### config.mk
export PLATFORM = sky130hd
export DESIGN_NAME = mmio_timer_responder
export DESIGN_NICKNAME = d
export VERILOG_FILES = /design/src/rtl/mmio_timer_pkg.sv /design/src/rtl/timer_prescaler.sv /design/src/rtl/mmio_timer_responder.sv
export SDC_FILE = /design/constraint.sdc
export NUM_CORES = 1
export LEC_CHECK = 0
export ABC_AREA = 1
export BUFFER_PORTS_ARGS = -buffer_cell sky130_fd_sc_hd__buf_2
export CAP_MARGIN = 10
export CORE_ASPECT_RATIO = 0.6
export CORE_MARGIN = 1
export CORE_UTILIZATION = 45
export CTS_CLUSTER_SIZE = 24
export DETAILED_ROUTE_END_ITERATION = 8
export HOLD_SLACK_MARGIN = 0.02
export PLACE_DENSITY_LB_ADDON = 0.15
export SLEW_MARGIN = 25
export SYNTH_ARGS = -nofsm -noshare
export SYNTH_HDL_FRONTEND = slang
export SYNTH_SLANG_ARGS = --single-unit
### constraint.sdc
create_clock -name CLK -period 3.5 [get_ports CLK]
set_input_delay 0.525 -clock CLK [delete_from_list [all_inputs] [get_ports CLK]]
set_output_delay 0.525 -clock CLK [all_outputs]
set_load 0.01 [all_outputs]
### src/rtl/mmio_timer_pkg.sv
// mmio_timer_pkg
// Shared definitions for the memory-mapped machine timer:
//   - word offsets of the register map (decoded from mem_addr[4:2])
//   - bit positions inside CTRL and STATUS
//   - byte_merge(): applies a 4-bit byte-enable mask to a 32-bit word
package mmio_timer_pkg;

    localparam logic [2:0] OFF_CTRL     = 3'd0;
    localparam logic [2:0] OFF_STATUS   = 3'd1;
    localparam logic [2:0] OFF_MTIME_LO = 3'd2;
    localparam logic [2:0] OFF_MTIME_HI = 3'd3;
    localparam logic [2:0] OFF_CMP_LO   = 3'd4;
    localparam logic [2:0] OFF_CMP_HI   = 3'd5;

    localparam int CTRL_EN      = 0;
    localparam int CTRL_IE      = 1;
    localparam int CTRL_DIV_LSB = 8;

    localparam int STATUS_PEND  = 0;

    // Lanes with wen set take the new byte, the others keep the old byte.
    function automatic logic [31:0] byte_merge(
        input logic [31:0] old_word,
        input logic [31:0] new_word,
        input logic [3:0]  wen
    );
        logic [31:0] result;
        for (int i = 0; i < 4; i++) begin
            result[8*i +: 8] = wen[i] ? new_word[8*i +: 8] : old_word[8*i +: 8];
        end
        return result;
    endfunction

endpackage

### src/rtl/timer_prescaler.sv
// timer_prescaler
// Divides the core clock down to the mtime tick rate.
// Ports:
//   CLK   in   core clock
//   RSTN  in   asynchronous active-low reset
//   en    in   counting enable; when low the counter is held at 0
//   div   in   divisor: one tick every div+1 cycles (div=0 -> every cycle)
//   tick  out  single-cycle pulse in the cycle the counter equals div
module timer_prescaler #(
    parameter int PRESCALE_W = 8
) (
    input  logic                  CLK,
    input  logic                  RSTN,
    input  logic                  en,
    input  logic [PRESCALE_W-1:0] div,
    output logic                  tick
);

    localparam logic [PRESCALE_W-1:0] ONE = PRESCALE_W'(1);

    logic [PRESCALE_W-1:0] count;

    // Tick is combinational so mtime advances on the same edge the counter wraps.
    assign tick = en && (count == div);

    always_ff @(posedge CLK or negedge RSTN) begin
        if (!RSTN) begin
            count <= '0;
        end else if (!en || tick) begin
            count <= '0;
        end else begin
            count <= count + ONE;
        end
    end

endmodule

### src/rtl/mmio_timer_responder.sv
// mmio_timer_responder
// Memory-mapped machine timer responding on the LSU data bus.
// Ports:
//   CLK        in   core clock
//   RSTN       in   asynchronous active-low reset
//   mem_en     in   request valid (already qualified by address range)
//   mem_wen    in   byte write enables; 0 = read
//   mem_addr   in   byte address; only [4:2] decoded
//   mem_wdata  in   write data
//   mem_rdata  out  registered read data, held after the response
//   mem_rvld   out  one-cycle pulse, the cycle after a read is accepted
//   timer_irq  out  registered pending & CTRL.ie
module mmio_timer_responder
    import mmio_timer_pkg::*;
#(
    parameter int          PRESCALE_W = 8,
    parameter logic [63:0] CMP_RESET  = 64'hFFFF_FFFF_FFFF_FFFF
) (
    input  logic        CLK,
    input  logic        RSTN,
    input  logic        mem_en,
    input  logic [3:0]  mem_wen,
    input  logic [31:0] mem_addr,
    input  logic [31:0] mem_wdata,
    output logic [31:0] mem_rdata,
    output logic        mem_rvld,
    output logic        timer_irq
);

    logic                  ctrl_en;
    logic                  ctrl_ie;
    logic [PRESCALE_W-1:0] ctrl_div;
    logic                  pending;
    logic [63:0]           mtime;
    logic [31:0]           mtime_hi_shadow;
    logic [63:0]           mtimecmp;
    logic                  tick;

    logic [2:0]  offset;
    logic        rd_acc;
    logic        wr_acc;
    logic [31:0] live_word;
    logic [31:0] read_word;
    logic [31:0] wr_data;
    logic        status_clear;
    logic        cmp_hit;
    logic        unused_addr;

    assign offset      = mem_addr[4:2];
    assign unused_addr = ^{mem_addr[31:5], mem_addr[1:0]};
    assign rd_acc      = mem_en && (mem_wen == 4'b0000);
    assign wr_acc      = mem_en && (mem_wen != 4'b0000);

    timer_prescaler #(
        .PRESCALE_W (PRESCALE_W)
    ) u_prescaler (
        .CLK  (CLK),
        .RSTN (RSTN),
        .en   (ctrl_en),
        .div  (ctrl_div),
        .tick (tick)
    );

    // Live register contents; MTIME_HI here is the real counter so partial
    // writes merge against it, while reads of MTIME_HI use the shadow.
    always_comb begin
        live_word = '0;
        case (offset)
            OFF_CTRL: begin
                live_word[CTRL_EN]                       = ctrl_en;
                live_word[CTRL_IE]                       = ctrl_ie;
                live_word[CTRL_DIV_LSB +: PRESCALE_W]    = ctrl_div;
            end
            OFF_STATUS:   live_word[STATUS_PEND] = pending;
            OFF_MTIME_LO: live_word = mtime[31:0];
            OFF_MTIME_HI: live_word = mtime[63:32];
            OFF_CMP_LO:   live_word = mtimecmp[31:0];
            OFF_CMP_HI:   live_word = mtimecmp[63:32];
            default:      live_word = '0;
        endcase
    end

    assign read_word = (offset == OFF_MTIME_HI) ? mtime_hi_shadow : live_word;
    assign wr_data   = byte_merge(live_word, mem_wdata, mem_wen);

    // W1C looks at the raw lane so an unwritten byte 0 never clears the flag.
    assign status_clear = wr_acc && (offset == OFF_STATUS) &&
                          mem_wen[0] && mem_wdata[STATUS_PEND];
    assign cmp_hit      = (mtime >= mtimecmp);

    always_ff @(posedge CLK or negedge RSTN) begin
        if (!RSTN) begin
            ctrl_en  <= 1'b0;
            ctrl_ie  <= 1'b0;
            ctrl_div <= '0;
        end else if (wr_acc && (offset == OFF_CTRL)) begin
            ctrl_en  <= wr_data[CTRL_EN];
            ctrl_ie  <= wr_data[CTRL_IE];
            ctrl_div <= wr_data[CTRL_DIV_LSB +: PRESCALE_W];
        end
    end

    // A CPU write to either mtime word suppresses that cycle's increment.
    always_ff @(posedge CLK or negedge RSTN) begin
        if (!RSTN) begin
            mtime <= '0;
        end else if (wr_acc && (offset == OFF_MTIME_LO)) begin
            mtime[31:0] <= wr_data;
        end else if (wr_acc && (offset == OFF_MTIME_HI)) begin
            mtime[63:32] <= wr_data;
        end else if (tick) begin
            mtime <= mtime + 64'd1;
        end
    end

    // Reading the low word snapshots the high word for a tear-free 64-bit read.
    always_ff @(posedge CLK or negedge RSTN) begin
        if (!RSTN) begin
            mtime_hi_shadow <= '0;
        end else if (rd_acc && (offset == OFF_MTIME_LO)) begin
            mtime_hi_shadow <= mtime[63:32];
        end
    end

    always_ff @(posedge CLK or negedge RSTN) begin
        if (!RSTN) begin
            mtimecmp <= CMP_RESET;
        end else if (wr_acc && (offset == OFF_CMP_LO)) begin
            mtimecmp[31:0] <= wr_data;
        end else if (wr_acc && (offset == OFF_CMP_HI)) begin
            mtimecmp[63:32] <= wr_data;
        end
    end

    // Set has priority over W1C: software must move mtimecmp before clearing.
    always_ff @(posedge CLK or negedge RSTN) begin
        if (!RSTN) begin
            pending   <= 1'b0;
            timer_irq <= 1'b0;
        end else begin
            if (ctrl_en && cmp_hit) begin
                pending <= 1'b1;
            end else if (status_clear) begin
                pending <= 1'b0;
            end
            timer_irq <= pending && ctrl_ie;
        end
    end

    always_ff @(posedge CLK or negedge RSTN) begin
        if (!RSTN) begin
            mem_rdata <= '0;
            mem_rvld  <= 1'b0;
        end else begin
            mem_rvld <= rd_acc;
            if (rd_acc) begin
                mem_rdata <= read_word;
            end
        end
    end

endmodule

==> results.toml <==
[global_route]
grt_usage_pct = 34.5
grt_pass1_wl_um = 81500
grt-ovfl-total = 0
antenna_found_initial = 0
grt_max_degree = 70
grt_pass1_vias = 12600

[cells_and_area]
fillers = 3052
drive_gt1_share_pct = 13.5
num_antenna_cells = 0
syn_to_final_growth_pct = 11.7
stdcell_area_sq_mm = 0.0157
nNetsFinal = 2202

[power]
vdd_drop_max_mv = 0.346
pwr-share-comb_pct = 34.6
power.net_switching_uw = 4500
p_int_uw = 6000
p_per_area_mw_per_mm2 = 668
p_leak_uw = 0.00738
power_frac_seq_pct = 40.3
switching_share_pct = 42.9
clkPwrFrac_pct = 25.1

[place]
port_buffers = 75
dp_hpwl_um = 42600
place_congestion = 1.03
place_area_sq_mm = 0.0149

[sta]
period_minus_slack_ns = 2.65
clock.fmax_mhz = 378
rsz0062_at_grt = "no"
finalMaxSlewViolations = 0
timing.final.crit_share_pct = 75.6
worst_pin_slew_ns = 0.762
hold_viol_final = 0
setup_violations = 0
fin_tns_setup_ns = 0
slew_headroom_pct = 49.1
clock_skew_ns = 0.0258

[die]
fp-row-count = 49
initial_core_util_pct = 46.4
die_x_um = 230
ios = 105
fp.dieH_um = 139
dieArea_sq_mm = 0.0320
design.core.area_sq_mm = 0.0303

[synthesis]
ys_seq_elements = 213
netlist_instances = 2006
ys_warn_count = 0
syn_area_per_cell_sq_um = 7.02
syn-cell-area_sq_mm = 0.0141
yosysSeqAreaShare_pct = 38.4
synth_cell_type_count = 40
syn_nets = 2143

[setup_path]
crit_type = "flop to flop"
r2r_slack_ns = 0.85
cp.required_ns = 3.95
worstPathArrival_ns = 3.09
cp_max_fo = 7
crit_path_start_kind = "flop"
worst_setup_path_end_kind = "flop"

[detailed_routing]
wl_per_cell_um = 22.0
antenna_left = 0
first_pass_iters = 6
drc_errors = 0
vias_per_cell = 5.69
wirelength_um = 54800
drtIter0Drc = 1734
vias = 14200

[run]
max_cap_violations = 0

[cts]
cts-htree-levels = 1
clock_latency_ns = 0.56
cts-root-buf = "clkbuf_16"
clk_path_buf_depth = 3
post_cts_resized = 0
clkTransAtPathRegs_ns = 0.08
cts_inserted_buffers = 23
cts_tree = "yes"
cts_setup_buffers = 0
clock-sinks = 213

[outcome]
outcome = "finished clean"

[min_path]
hold_class = "input port to flop"
## sequential cells by signal, indices dropped and copies added, names as in the netlist
| register | flops |
|---|---|
| mtime | 64 |
| mtimecmp | 64 |
| mem_rdata | 32 |
| mtime_hi_shadow | 32 |
| ctrl_div | 8 |
| u_prescaler.count | 8 |
| ctrl_en | 1 |
| ctrl_ie | 1 |
| mem_rvld | 1 |
| pending | 1 |
| timer_irq | 1 |
## worst paths after layout
kind	from	to	cells after the start
setup / recovery	mtime[16]	mtime[34]	9
hold / removal	mem_wdata[27]	mtime[27]	4
setup reg to reg	mtime[16]	mtime[34]	9
hold reg to reg	mem_rdata[18]	mem_rdata[18]	1
max in group asynchronous	RSTN	mtimecmp[21]	3
min in group asynchronous	RSTN	mem_rdata[8]	2
## through the flow
stage	setup WS, ns	power, uW	hold slack [ns]	instances	util (%)
final	0.855	10500	0.311	2490	51.8
after CTS	1.06	10400	0.301	2490	51.8
after detailed placement	0.662	7730	0.462	2447	49.1
after floorplan	1.75	6200	0.229	2006	-
after global placement	0.751	7630	0.456	2447	49.1
after global routing	0.858	11200	0.316	2490	51.8
## logic make-up (layout without fill, tap and decap cells)
family / after synthesis / count (layout) / synth area share [%]
xor+xnor: 30 / 30 / 1.87
flops: 213 / 213 / 38.4
compound gates: 329 / 329 / 12.9
simple gates: 1060 / 1060 / 32.4
buf+inv: 308 / 384 / 8.49
fa+ha+maj: 66 / 66 / 5.87
## layout make-up
cell class	count	area, sq um	share of cell area, %
sequential	213	5410	34.4
tap	408	510	3.25
multi-input combinational	1485	7470	47.5
clock inverter	8	124	0.788
timing repair buffer	103	636	4.04
clock buffer	34	667	4.24
inverter	239	897	5.71
## cell usage in the layout, fill, tap and decap left out, types with 14 or more instances in the layout
cell type  count
a21oi_1       58
a22oi_1       21
buf_2         74
buf_4         24
clkbuf_16     23
dfrtp_1      149
dfstp_2       64
ha_1          66
inv_1        219
inv_2         19
nand2_1      591
nand3_1      172
nand4_1       34
nor2_1       166
nor3_1        24
o211ai_1      22
o21ai_0      161
o21ai_1       27
o22ai_1       29
or2_2         29
xnor2_1       14
xor2_1        16
## what timing repair did
| action | CTS | global route |
|---|---|---|
| endpoints found under the hold margin | 62 | 0 |
| endpoints found under the setup margin | 0 | 0 |
| hold buffers | 1 | 0 |
## Yosys cell counts, drive strengths merged
library cell / count / area [sq um]
nand2: 598 / 2260
inv: 238 / 893
o21ai: 188 / 941
nor2: 184 / 773
nand3: 175 / 898
dfrtp: 149 / 3730
ha: 66 / 826
dfstp: 64 / 1680
a21oi: 58 / 290
clkbuf: 39 / 146
nand4: 34 / 213
buf: 30 / 151
or2: 30 / 188
o22ai: 29 / 181
nor3: 27 / 150
o211ai: 22 / 165
a22oi: 21 / 158
xor2: 16 / 140
xnor2: 14 / 123
nor3b: 5 / 37.5
a21o: 4 / 30.0
a31oi: 3 / 18.8
and2: 3 / 18.8
and3: 2 / 12.5
nor4: 2 / 12.5
o21bai: 2 / 15.0
clkinv: 1 / 3.75
o21a: 1 / 7.51
o31ai: 1 / 7.51
## power by group through the flow
stage	clock network [uW]	logic, uW	registers [uW]
finish	2640	3630	4220
global route	2760	4100	4300
CTS	2670	3530	4180
detailed placement	0	3510	4210
global placement	0	3440	4200
floorplan	0	2340	3860
## metal layers
layer	GRT usage (%)	wire length, um	up-vias
met5	0	0	-
met4	5.19	745	0
met3	15.1	8400	45
met2	41.2	18900	668
met1	55.5	26800	6775
li1	-	-	6670
## worst max-delay path: stages, from the launching register on
cell,delay (ns)
dfrtp_1,0.50
inv_1,0.14
nor3_2,0.52
nand2_1,0.24
nor2_1,0.53
nand2_1,0.16
o21ai_0,0.19
nand3_1,0.13
nand2_1,0.09
nand2_1,0.05
(Power assumes the default switching activity.)
